## config.mk

```make
export PLATFORM = sky130hd
export DESIGN_NAME = preset_sender
export DESIGN_NICKNAME = d
export VERILOG_FILES = /design/src/rtl/preset_sender.sv
export SDC_FILE = /design/constraint.sdc
export NUM_CORES = 1
export LEC_CHECK = 0
export CAP_MARGIN = 15
export CORE_MARGIN = 8
export CORE_UTILIZATION = 49
export CTS_CLUSTER_SIZE = 25
export DETAILED_ROUTE_END_ITERATION = 12
export PLACE_DENSITY = 0.76
export SLEW_MARGIN = 20
export SYNTH_ARGS = -nofsm -noshare
export SYNTH_HDL_FRONTEND = slang
export SYNTH_SLANG_ARGS = --single-unit
```

## constraint.sdc

```tcl
create_clock -name clk -period 2 [get_ports clk]
set_clock_uncertainty 0.2 [all_clocks]
set_input_delay 0.5 -clock clk [delete_from_list [all_inputs] [get_ports clk]]
set_output_delay 0.5 -clock clk [all_outputs]
set_load 0.01 [all_outputs]
```

## src/rtl/preset_sender.sv

```systemverilog
// preset_sender
//   Footswitch preset controller. Remembers the last MIDI program number seen
//   on MIDI in, lets the player save it into one of three slots and recall a
//   slot. A recall sends a two-byte Program Change to the MIDI UART.
//
// Ports
//   clk          : single clock, rising edge
//   rst          : asynchronous active-high reset
//   btn_index    : footswitch event code, 0 = none, 1..3 = slot
//   save_mode    : 1 = save event, 0 = recall event
//   prog_valid   : one-cycle strobe, prog_num holds a received program
//   prog_num     : received program number
//   tx_data      : byte offered to the UART transmitter
//   tx_valid     : tx_data is valid
//   tx_ready     : transmitter takes tx_data this cycle
//   active_slot  : last saved or recalled slot (0 = none)
//   saved        : one-cycle pulse after a successful save
//   busy         : a Program Change is in flight
//
// state       | meaning
// ------------+---------------------------------------------
// IDLE        | waiting for a footswitch event
// SEND_STATUS | offering status byte 0xC<channel>
// SEND_DATA   | offering data byte {0, recalled program}

module preset_sender #(
  parameter logic [3:0] MIDI_CHANNEL = 4'd0
) (
  input  logic       clk,
  input  logic       rst,
  input  logic [1:0] btn_index,
  input  logic       save_mode,
  input  logic       prog_valid,
  input  logic [6:0] prog_num,
  output logic [7:0] tx_data,
  output logic       tx_valid,
  input  logic       tx_ready,
  output logic [1:0] active_slot,
  output logic       saved,
  output logic       busy
);

  typedef enum logic [1:0] {
    IDLE        = 2'd0,
    SEND_STATUS = 2'd1,
    SEND_DATA   = 2'd2
  } state_t;

  state_t     state;
  state_t     state_nxt;

  logic [6:0] last_prog;
  logic       have_prog;
  logic [6:0] slot_prog [1:3];
  logic [3:1] slot_valid;
  logic [1:0] btn_prev;
  logic [6:0] tx_prog;

  logic       btn_event;
  logic       save_ok;
  logic       recall_ok;
  logic       tx_fire;
  logic [6:0] save_value;
  logic [6:0] sel_prog;
  logic       sel_valid;

  // Edge-detect the event code so a held footswitch fires only once. Events
  // outside IDLE are dropped, which also rules out overwriting the slot
  // whose value is currently being transmitted.
  assign btn_event  = (btn_index != 2'd0) && (btn_index != btn_prev) && (state == IDLE);
  assign save_value = prog_valid ? prog_num : last_prog;
  assign save_ok    = btn_event && save_mode && (have_prog || prog_valid);
  assign recall_ok  = btn_event && !save_mode && sel_valid;
  assign tx_fire    = tx_valid && tx_ready;

  always_comb begin
    sel_prog  = 7'd0;
    sel_valid = 1'b0;
    case (btn_index)
      2'd1: begin
        sel_prog  = slot_prog[1];
        sel_valid = slot_valid[1];
      end
      2'd2: begin
        sel_prog  = slot_prog[2];
        sel_valid = slot_valid[2];
      end
      2'd3: begin
        sel_prog  = slot_prog[3];
        sel_valid = slot_valid[3];
      end
      default: begin
        sel_prog  = 7'd0;
        sel_valid = 1'b0;
      end
    endcase
  end

  // State register
  always_ff @(posedge clk or posedge rst) begin
    if (rst) begin
      state <= IDLE;
    end else begin
      state <= state_nxt;
    end
  end

  // Next-state logic
  always_comb begin
    state_nxt = state;
    case (state)
      IDLE: begin
        if (recall_ok) begin
          state_nxt = SEND_STATUS;
        end
      end
      SEND_STATUS: begin
        if (tx_fire) begin
          state_nxt = SEND_DATA;
        end
      end
      SEND_DATA: begin
        if (tx_fire) begin
          state_nxt = IDLE;
        end
      end
      default: state_nxt = IDLE;
    endcase
  end

  // Outputs decoded from state only, so tx_data cannot move while a byte is
  // waiting for tx_ready, and reset clears them without a clock.
  always_comb begin
    tx_valid = 1'b0;
    tx_data  = 8'h00;
    busy     = 1'b0;
    case (state)
      SEND_STATUS: begin
        tx_valid = 1'b1;
        tx_data  = {4'hC, MIDI_CHANNEL};
        busy     = 1'b1;
      end
      SEND_DATA: begin
        tx_valid = 1'b1;
        tx_data  = {1'b0, tx_prog};
        busy     = 1'b1;
      end
      default: begin
        tx_valid = 1'b0;
        tx_data  = 8'h00;
        busy     = 1'b0;
      end
    endcase
  end

  // Received program tracking and footswitch edge history
  always_ff @(posedge clk or posedge rst) begin
    if (rst) begin
      last_prog <= 7'd0;
      have_prog <= 1'b0;
      btn_prev  <= 2'd0;
    end else begin
      btn_prev <= btn_index;
      if (prog_valid) begin
        last_prog <= prog_num;
        have_prog <= 1'b1;
      end
    end
  end

  // Slot storage
  always_ff @(posedge clk or posedge rst) begin
    if (rst) begin
      for (int i = 1; i <= 3; i++) begin
        slot_prog[i] <= 7'd0;
      end
      slot_valid <= 3'b000;
    end else if (save_ok) begin
      for (int i = 1; i <= 3; i++) begin
        if (btn_index == i[1:0]) begin
          slot_prog[i]  <= save_value;
          slot_valid[i] <= 1'b1;
        end
      end
    end
  end

  // Program captured at recall time; later saves or received programs must
  // not change the byte that is in flight.
  always_ff @(posedge clk or posedge rst) begin
    if (rst) begin
      tx_prog     <= 7'd0;
      active_slot <= 2'd0;
      saved       <= 1'b0;
    end else begin
      saved <= save_ok;
      if (save_ok || recall_ok) begin
        active_slot <= btn_index;
      end
      if (recall_ok) begin
        tx_prog <= sel_prog;
      end
    end
  end

endmodule

```

==> flow_metrics.py <==
metrics = {
    "die": {
        "start_util_pct": 50.52,
        "core_um2": 4354,
        "die_h_um": 83,
        "die_w_um": 83,
        "die-area_um2": 6889,
        "rows": 24,
        "io-pin-count": 27,
    },
    "sta": {
        "timing.final.crit_share_pct": 112.7,
        "rsz0062_at_grt": "true",
        "setup_viol": 39,
        "period_needed_ps": 2254,
        "hold_violations": 0,
        "slew_violations": 0,
        "relSlewSlack_pct": 60.88,
        "timing.final.ws_setup_ps": -253.6,
        "tightest_slew_ps": 580.6,
        "hold_slack_ps": 274.3,
        "fmax_mhz": 443.7,
    },
    "setup_path": {
        "timing.rr.end": "tx_prog[5]",
        "arrival_ps": 1550,
        "rr_startpoint": "state[0]",
        "crit_path_start_kind": "flip-flop",
        "cp-endpoint": "tx_data[0]",
        "end_kind": "output pin",
        "r2r_slack_ps": -80,
        "critPathMaxFanout": 6,
        "startpoint": "state[0]",
        "reg2regPathDepth": 8,
        "worstSetupPathType": "reg2out",
        "crit_required_ps": 1300,
    },
    "route": {
        "drt_first_pass_iters": 4,
        "drtIter0Drc": 60,
        "drt-vias-per-instance": 5.454,
        "ant_nets": 0,
        "routedWlPerCell_um": 18.79,
        "via_count": 1478,
        "drc": 0,
        "wl_mm": 5.093,
    },
    "synth": {
        "synth_compound_area_share_pct": 11.15,
        "syn-mean-instance-area_um2": 14.01,
        "synth_top_area_cell": "dfrtp_1",
        "synth-simple-area-share_pct": 6.371,
        "synth_area_um2": 2200,
        "synth_top_family_by_area": "multiplexers",
        "synth_area_leaders": "dfrtp_1, mux2_2, ha_1",
        "synth.most_common_cell": "dfrtp_1",
        "yosys.area_share.xor_xnor_pct": 0,
        "synth_top_area_share_pct": 52.33,
        "ys_async_sr_fraction_pct": 100.0,
        "syn_nets": 176,
        "synth.area.mux_share_pct": 23.89,
        "synth_seq_area_share_pct": 52.33,
        "synthFlopType": "dfrtp_1",
        "synthAdderAreaFrac_pct": 2.844,
        "ys_seq_elements": 46,
        "synth_edf_count": 0,
        "yosysWarnings": 0,
        "synth_cell_types": 27,
        "syn_inst": 157,
        "synth_common_cells": "dfrtp_1, mux2_2, nand2_1",
    },
    "min_path": {
        "hold_path.class": "reg2reg",
        "hp-start": "slot_valid[1]",
    },
    "clocking": {
        "htreeDepth": 2,
        "numCtsBuffers": 5,
        "tritoncts": "yes",
        "clockBufferDepth": 2,
        "clk_latency_ps": 310,
        "clock-sinks": 46,
        "cts_root_buf": "clkbuf_8",
        "clk_pin_slew_ps": 80,
        "hold_buffers": 0,
    },
    "grt": {
        "grt_use_total_pct": 15.02,
        "grt_pass1_wl_mm": 8.307,
        "antenna_found_initial": 0,
        "grt_pass1_vias": 1641,
        "grt_overflow": 0,
        "grt_max_degree": 47,
    },
    "placement": {
        "hpwl_mm": 3.412,
        "portBuffers": 26,
        "gp_congestion": 0.7858,
    },
    "power_and_ir_drop": {
        "irDropWorstVdd_uv": 592.3,
        "power_mw": 3.855,
        "powerDensity_nw_per_um2": 1322,
        "cellLeakagePower_nw": 1.333,
    },
    "run_status": {
        "status": "complete, but fails checks",
        "violations": "setup timing",
    },
    "job": {
        "maxCapViolCount": 0,
    },
    "cells_and_area": {
        "area_delta_synth_final_pct": 32.54,
        "layout-drive-gt1-share_pct": 52.97,
        "num_antenna_cells": 0,
        "fin_nets": 238,
    },
}
[logic make-up after synthesis]
logic type,Yosys count
AND/OR/NAND/NOR,24
buffers and inverters,12
adder cells (fa/ha/maj),5
AO/OA/AOI/OAI,23
flip-flops,46
multiplexers,47
[metrics by stage]
stage               util, %  instance area (um2)  cells  setup WS [ps]  TNS [ps]
floorplan                 -                 2212    157          2.552         0
global placement      60.98                 2655    249         -500.0    -16660
detailed placement    60.98                 2655    249         -552.7    -17930
CTS                   65.46                 2850    264         -231.6     -1626
global route          66.95                 2915    271         -299.4     -5942
finish                66.95                 2915    271         -253.6     -3005
[worst max-delay path, stage by stage (launching register included)]
cell and delay [ps]:
dfrtp_1 370, inv_2 60, buf_6 120, ha_4 300
buf_6 120, and3_4 180, buf_6 90
[area by class of cell]
cell class,count,area [um2]
well taps,52,65.06
fillers,288,1439
multi-input cells,99,1059
flip-flops and latches,46,1151
inverters,4,15.01
clock buffers,7,76.32
repair buffers,63,549.3
[registers in the layout, indices dropped and copies added, names as in the netlist]
signal and count:
slot_valid 3, tx_prog 7, state 2, last_prog 7, slot_prog 21, btn_prev 2, have_prog 1, saved 1
active_slot 2
[worst min path at each step]
| stage | cells after the start | end | slack (ps) |
|---|---|---|---|
| 3_3_place_gp | 1 | slot_valid[2] | 260 |
| 2_1_floorplan | 1 | have_prog | 220 |
| 6_report | 1 | slot_valid[1] | 270 |
| 4_1_cts | 1 | slot_valid[1] | 280 |
| 5_1_grt | 1 | slot_valid[1] | 290 |
| 3_5_place_dp | 1 | slot_valid[1] | 250 |
[power by group]
| part | total (mW) | internal [mW] | switching [mW] | leakage (nW) |
|---|---|---|---|---|
| Combinational | 1.82 | 1.08 | 0.740 | 0.741 |
| Sequential | 1.51 | 1.31 | 0.200 | 0.553 |
| Clock | 0.529 | 0.241 | 0.289 | 0.0383 |
[what timing repair did]
item                       4_1_cts  5_1_grt
pin swaps                        6        2
setup buffers                    8        7
setup endpoints to repair       42       39
gates resized for setup         72        5
[layer usage]
layer	wire length, um	GRT usage, %
met4	155	7.668
met2	2620	25.53
met5	0	0
met1	2146	16.58
met3	170	4.395
[layout by cell type (no fill, tap or decap), drive strengths merged]
master and n:
a21oi 4, buf 47, o21ai 2, a211oi 1
mux2i 3, mux2 44, and3 6, and2 1
o211ai 3, nor2b 3, nor2 1, nand2 7
o21a 2, ha 5, a22o 6, nand2b 5
dlygate4sd2 1, o22ai 1, inv 4, or2 1
clkdlybuf4s50 14, o2111ai 4, clkbuf 8, dfrtp 46
Power figures use the tool's default switching activity.
